$ cat src/rtl/rvdff_skid_if.sv
// rtl/rvdff_skid_if.sv - valid/ready handshake bundle between producer, skid slice and consumer
interface rvdff_skid_if #(parameter int WIDTH = 6) ();
    logic [WIDTH-1:0] din;
    logic             din_valid;
    logic             din_ready;
    logic [WIDTH-1:0] dout;
    logic             dout_valid;
    logic             dout_ready;
    logic [1:0]       count;

    modport master (
        output din, din_valid, dout_ready,
        input  din_ready, dout, dout_valid, count
    );

    modport slave (
        input  din, din_valid, dout_ready,
        output din_ready, dout, dout_valid, count
    );
endinterface

$ cat src/rtl/rvdff_skid.sv
// rtl/rvdff_skid.sv - two-entry elastic register slice (skid buffer) with registered ready
module rvdff_skid #(
    parameter int WIDTH = 6
) (
    input logic          clk,
    input logic          rst,
    rvdff_skid_if.slave  bus
);
    typedef enum logic [1:0] {
        EMPTY = 2'b00,
        ONE   = 2'b01,
        FULL  = 2'b10
    } state_t;

    state_t           state_q;
    state_t           state_d;
    logic [WIDTH-1:0] head_q;
    logic [WIDTH-1:0] skid_q;
    logic             push;
    logic             pop;
    logic             load_head_din;
    logic             load_head_skid;
    logic             load_skid;

    // Ready is decoded from state alone so the consumer's ready never reaches the producer.
    assign bus.din_ready  = (state_q != FULL);
    assign bus.dout_valid = (state_q == ONE) || (state_q == FULL);
    assign bus.dout       = head_q;

    assign push = bus.din_valid & bus.din_ready;
    assign pop  = bus.dout_valid & bus.dout_ready;

    always_comb begin
        state_d        = state_q;
        load_head_din  = 1'b0;
        load_head_skid = 1'b0;
        load_skid      = 1'b0;
        case (state_q)
            EMPTY: begin
                if (push) begin
                    load_head_din = 1'b1;
                    state_d       = ONE;
                end
            end
            ONE: begin
                if (push && pop) begin
                    load_head_din = 1'b1;
                end else if (push) begin
                    load_skid = 1'b1;
                    state_d   = FULL;
                end else if (pop) begin
                    state_d = EMPTY;
                end
            end
            FULL: begin
                if (pop) begin
                    load_head_skid = 1'b1;
                    state_d        = ONE;
                end
            end
            default: begin
                state_d = EMPTY;
            end
        endcase
    end

    always_comb begin
        case (state_q)
            ONE:     bus.count = 2'd1;
            FULL:    bus.count = 2'd2;
            default: bus.count = 2'd0;
        endcase
    end

    always_ff @(posedge clk) begin
        if (rst) begin
            state_q <= EMPTY;
            head_q  <= '0;
            skid_q  <= '0;
        end else begin
            state_q <= state_d;
            if (load_head_din) begin
                head_q <= bus.din;
            end else if (load_head_skid) begin
                head_q <= skid_q;
            end
            if (load_skid) begin
                skid_q <= bus.din;
            end
        end
    end
endmodule

$ cat src/flat_wrapper.sv
// flat-port wrapper written by rule: the top's interface ports become plain ports
module rvdff_skid_flat 
#(
    parameter int WIDTH = 6
)
  (clk, rst, bus_din, bus_din_valid, bus_dout_ready, bus_din_ready, bus_dout, bus_dout_valid, bus_count);
  rvdff_skid_if #(.WIDTH(WIDTH)) bus_i ();
  input logic clk;
  input logic rst;
  input wire logic [$bits(bus_i.din)-1:0] bus_din;
  input wire logic [$bits(bus_i.din_valid)-1:0] bus_din_valid;
  input wire logic [$bits(bus_i.dout_ready)-1:0] bus_dout_ready;
  output wire logic [$bits(bus_i.din_ready)-1:0] bus_din_ready;
  output wire logic [$bits(bus_i.dout)-1:0] bus_dout;
  output wire logic [$bits(bus_i.dout_valid)-1:0] bus_dout_valid;
  output wire logic [$bits(bus_i.count)-1:0] bus_count;
  assign bus_i.din = bus_din;
  assign bus_i.din_valid = bus_din_valid;
  assign bus_i.dout_ready = bus_dout_ready;
  assign bus_din_ready = bus_i.din_ready;
  assign bus_dout = bus_i.dout;
  assign bus_dout_valid = bus_i.dout_valid;
  assign bus_count = bus_i.count;
  rvdff_skid #(.WIDTH(WIDTH)) u_core (.clk(clk), .rst(rst), .bus(bus_i));
endmodule
$ cat config.mk
export PLATFORM = sky130hd
export DESIGN_NAME = rvdff_skid_flat
export DESIGN_NICKNAME = d
export VERILOG_FILES = /design/src/rtl/rvdff_skid_if.sv /design/src/rtl/rvdff_skid.sv /design/src/flat_wrapper.sv
export SDC_FILE = /design/constraint.sdc
export NUM_CORES = 1
export LEC_CHECK = 0
export CAP_MARGIN = 30
export CORE_MARGIN = 2
export CORE_UTILIZATION = 44
export DETAILED_ROUTE_END_ITERATION = 16
export PLACE_DENSITY = 0.75
export SYNTH_ARGS = -nofsm -noshare
export SYNTH_HDL_FRONTEND = slang
export SYNTH_SLANG_ARGS = --single-unit
export TNS_END_PERCENT = 100
$ cat constraint.sdc
create_clock -name clk -period 1.9 [get_ports clk]
set_input_delay 0.38 -clock clk [delete_from_list [all_inputs] [get_ports clk]]
set_output_delay 0.38 -clock clk [all_outputs]
set_load 0.02 [all_outputs]
## After elaboration in Yosys (flattened, before gate mapping)

Index checks and enable logic that the tools add are counted.

| storage, ports and cells | value |
|---|---|
| register bits after elaboration | 14 |
| output and inout bits | 10 |
| word-level logic and storage cells | 33 |

| operators by class | value |
|---|---|
| bitwise operators | 2 |
| reduce and logical (&&, ||, !) cells | 5 |
| mux-type cells | 16 |
| eq/ne operators | 7 |

Operators with widths:

| operator | number |
|---|---|
| 6-bit 2-to-1 mux | 2 |
| 2-bit 2-to-1 mux | 5 |
| 1-bit 2-to-1 mux | 6 |
| 2-bit one-hot mux with 3 select lines | 1 |
| 2-bit by 1-bit != test with 1-bit output, second input constant | 2 |
| 2-bit != test, second input constant | 2 |
| 2-bit one-hot mux with 2 select lines | 1 |
| 4-bit AND reduction | 1 |
| 3-bit by 1-bit != test with 1-bit output, second input constant | 1 |
| 1-bit bitwise AND | 2 |
| 2-bit by 1-bit == test with 1-bit output, second input constant | 1 |
| 2-bit == test, second input constant | 1 |
| 2-bit logical NOT | 1 |
| 1-bit one-hot mux with 2 select lines | 1 |
| 2-bit nonzero test | 1 |
| 1-bit logical AND | 1 |
| 1-bit logical OR | 1 |

## Logic depth before layout (Yosys ltp)

Gate-level depths: netlist of run 1.

| depth | value |
|---|---|
| depth in word-level cells | 7 |
| depth in mapped cells | 7 |
| mapped depth without buffers | 6 |

## Worst setup path before layout of run 1

Ideal clock, no wire load.

| path | value |
|---|---|
| path type | flip-flop to flip-flop |
| start point | reg u_core.state_q[0] |
| end point | reg u_core.head_q[2], in the netlist u_core.bus.dout[2] |
| slack | 0.235 ns |
| library setup time | 0.086 ns |
| stages on the path, launching flop included | 8 |
| arrival time | 1.580 ns |
| cells stage by stage | dfxtp_1 > inv_1 > ha_1 > and3_1 > o21ai_1 > buf_2 > nor2_1 > a211oi_1 |

| between the ends | value |
|---|---|
| cells in the longest elaborated chain, start to end | 7 |

Ends and longest elaborated chain:

| item | RTL line | source |
|---|---|---|
| start, declared | rvdff_skid.sv:15 | `state_t state_q;` |
| start signal, assigned | rvdff_skid.sv:81 | `state_q <= state_d;` |
| 2-bit by 1-bit == test with 1-bit output / 2-bit == test (equally long branches) | rvdff_skid.sv:27 | `assign bus.dout_valid = (state_q == ONE) \|\| (state_q == FULL);` |
| 1-bit logical OR (*) | rvdff_skid.sv:27 |  |
| net bus_dout_valid | flat_wrapper.sv:15 | `output wire logic [$bits(bus_i.dout_valid)-1:0] bus_dout_valid;` |
| 1-bit bitwise AND (*) | rvdff_skid.sv:31 | `assign pop = bus.dout_valid & bus.dout_ready;` |
| 1-bit logical AND | rvdff_skid.sv:46 | `if (push && pop) begin` |
| 1-bit 2-to-1 mux | rvdff_skid.sv:46 |  |
| 1-bit one-hot mux with 2 select lines | rvdff_skid.sv:38 | `case (state_q)` |
| 6-bit 2-to-1 mux / 2-bit nonzero test (equally long branches) | -- |  |
| end signal, assigned | rvdff_skid.sv:83 | `head_q <= bus.din;` |
| end signal, assigned | rvdff_skid.sv:85 | `head_q <= skid_q;` |
| end, declared | rvdff_skid.sv:17 | `logic [WIDTH-1:0] head_q;` |

Mark *: on every way through the listed nets, which the timed path passes. The rest lies on a longest branch.
A chain may end at the register's enable or synchronous reset.

## Final worst setup path of run 1

| path | value |
|---|---|
| start point | reg u_core.state_q[0] |
| end point | out bus_dout_valid |

| between the ends | value |
|---|---|
| cells in the longest elaborated chain, start to end | 2 |

Ends and longest elaborated chain:

| item | RTL line |
|---|---|
| 2-bit by 1-bit == test with 1-bit output / 2-bit == test (equally long branches) | rvdff_skid.sv:27 |
| 1-bit logical OR (*) | rvdff_skid.sv:27 |
| end, declared | flat_wrapper.sv:15 |

Every way passes the cells marked *; elsewhere a longest branch is shown, timed or not.

==> results of run 1 <==
==> final timing paths <==
check / endpoint / slack [ns] / cells after the start
setup / recovery: bus_dout_valid / 0.09 / 3
setup reg to reg: u_core.state_q[0] / 0.22 / 6
hold / removal: u_core.skid_q[2] / 0.50 / 2
hold reg to reg: u_core.skid_q[2] / 0.50 / 2
==> power by group <==
part / internal, mW / leakage (nW) / switching [mW]
Sequential: 0.360 / 0.115 / 0.0375
Combinational: 0.254 / 0.329 / 0.303
Clock: 0.116 / 0.0210 / 0.0914
Total: 0.730 / 0.465 / 0.432
==> layout make-up <==
type / instances / area share
Tap cell: 16 / 0.02116
Inverter: 4 / 0.01587
Multi-Input combinational cell: 51 / 0.3995
Sequential cell: 14 / 0.2963
Clock buffer: 4 / 0.03836
Timing Repair Buffer: 23 / 0.2288
==> logic make-up after synthesis <==
kind of cell / Yosys count / share of synthesized area
multiplexers: 12 / 0.1768
adder cells (fa/ha/maj): 4 / 0.07367
AND/OR/NAND/NOR: 22 / 0.1455
AO/OA/AOI/OAI: 13 / 0.1510
flip-flops: 14 / 0.4125
buffers and inverters: 7 / 0.04049
==> through the flow <==
stage | cells | cell area, um^2 | setup WS [ns] | util | hold WS (ns)
2_1_floorplan | 72 | 679.4 | 0.2346 | - | 0.4627
3_3_place_gp | 108 | 907.1 | 0.1124 | 0.6165 | 0.4743
3_5_place_dp | 108 | 907.1 | 0.02907 | 0.6165 | 0.4876
4_1_cts | 112 | 938.4 | 0.07343 | 0.6378 | 0.5084
5_1_grt | 112 | 945.9 | 0.01906 | 0.6429 | 0.5288
6_report | 112 | 945.9 | 0.08585 | 0.6429 | 0.5039
==> state kept, by name, indices dropped and copies added, names as in the netlist <==
name / cells
u_core.bus.dout: 6
u_core.skid_q: 6
u_core.state_q: 2
==> critical path, stage by stage (launching register included) <==
cell	delay, ns
dfxtp_1	0.37
inv_1	0.09
ha_1	0.35
dlygate4sd2_1	0.35
==> layout by cell type, fill, tap and decap left out, types with 3 or more instances in the layout <==
cell type / synthesis / layout
clkdlybuf4s50_1: 0 / 15
clkbuf_4: 0 / 3
mux2i_1: 12 / 12
a211oi_1: 6 / 6
inv_1: 4 / 4
dfxtp_1: 14 / 14
ha_1: 4 / 4
dlygate4sd2_1: 0 / 3
nor2_1: 14 / 14
nand2_1: 3 / 3
buf_4: 0 / 4
==> routing by layer <==
metal | routed length [um] | track usage | share of wire
met3 | 79 | 0.05532 | 0.057
met2 | 642 | 0.2716 | 0.46
met5 | 0 | 0 | 0
met4 | 19 | 0.05455 | 0.014
met1 | 640 | 0.2047 | 0.46
==> repair_timing <==
item | in CTS | in global routing
endpoints found under the setup margin | 4 | 2
resized for setup | 4 | 2
hold buffers | 0 | 0
hold endpoints to repair | 0 | 0
buffers inserted | 0 | 0
==> summary.txt, run 1 <==
synthesized netlist net count = 86
vias in the first global route = 586
Min-Delay Path Class = reg -> reg
final hold vios = 0
Die ar. = 1874 um^2
Fillers = 141
crit path launch = u_core.state_q[0]
first-pass GRT wire length = 2359 um
gp weighted congestion = 0.7518
Final Routed Wirelength = 1381 um
clk slew on worst S/H paths = 0.08 ns
Crit Path Category = reg -> out
synth top area cells = dfxtp_1 41%, mux2i_1 18%, nor2_1 7.7%, ha_1 7.4%, a211oi_1 6.6%
commonest cells in the synthesized netlist = 14 x dfxtp_1, 14 x nor2_1, 12 x mux2i_1
Post-synth EDFFs = 0
Final Critical Period = 1.814 ns
DRC = 0
status = finished, final reports clean
unrepaired setup endpoints after global routing = false
max-cap violations = 0
initial antenna violation count = 0
Die Span X = 43.30 um
First-pass DRT Iterations = 4
number of cell rows = 14
IO buf count = 19
Antenna Cells = 0
fin crit share = 0.9548
number of I/O pins = 20
Vias/cell = 5.357
Clk Latency, worst-skew pair = 0.27 ns
Initial Util = 0.4617
synthesized instance count = 72
# H-tree levels = 1
final setup vio count = 0
Main synth FF type = dfxtp_1
nets@finish = 111
largest net degree at the start of global routing = 13
crit path DAT = 1.43 ns
average wire per standard cell = 12.33 um
cell taking the most area after synthesis = dfxtp_1
via count = 600
Yosys reg bits = 14
largest fanout on the critical path = 5
clock sink total = 14
top cell type's share of synthesized area = 0.4125
part of the Yosys area used for sequential elements = 0.4125
post-route ant nets = 0
fraction of layout instances using a drive strength above 1 = 0.1146
Die H = 43.30 um
Yosys cell types = 19
Storage cell area = 280.3 um^2
multi-input combinational cell area = 377.9 um^2
CTS Root Cell = clkbuf_4
Iter 0 DRT Violations = 8
Clock Skew = 0.001617 ns
Crit. End Element = primary output
Worst-Margin Slew = 0.4005 ns
CTS tree = yes
core region area = 1471 um^2
Crit Reg-Reg Startpoint = u_core.state_q[0]
TritonCTS Buffers = 3
IR drop worst, VDD = 0.7728 mV
CP startpoint kind = flip-flop
PwrDens = 1229 nW/um^2
Data required, critical path = 1.52 ns
synthesized area per cell = 9.436 um^2
post-synthesis cell area = 679.4 um^2
setup TNS = 0 ns
Max Slew Vio Count = 0
headroom to the max-slew limit = 0.7322
synthesis warning total = 0
Hold Crit Start = u_core.skid_q[2]
P_leak = 0.4652 nW
max frequency = 551.2 MHz
Pwr Total = 1.162 mW
GRT overflow = 0
Area Overhead vs Synth = 39.23%
clock buffer depth = 2
GRT Resource Usage Total = 0.1667
ys async rst share = 0
Post-DP HPWL = 1013 um
Power figures use the tool's default switching activity.
==> run 2, diff against run 1 <==
HOLD_SLACK_MARGIN = 0.1   (was unset)
==> results of run 2 <==
No change in the layout: final DEF, timing and power equal those of run 1.
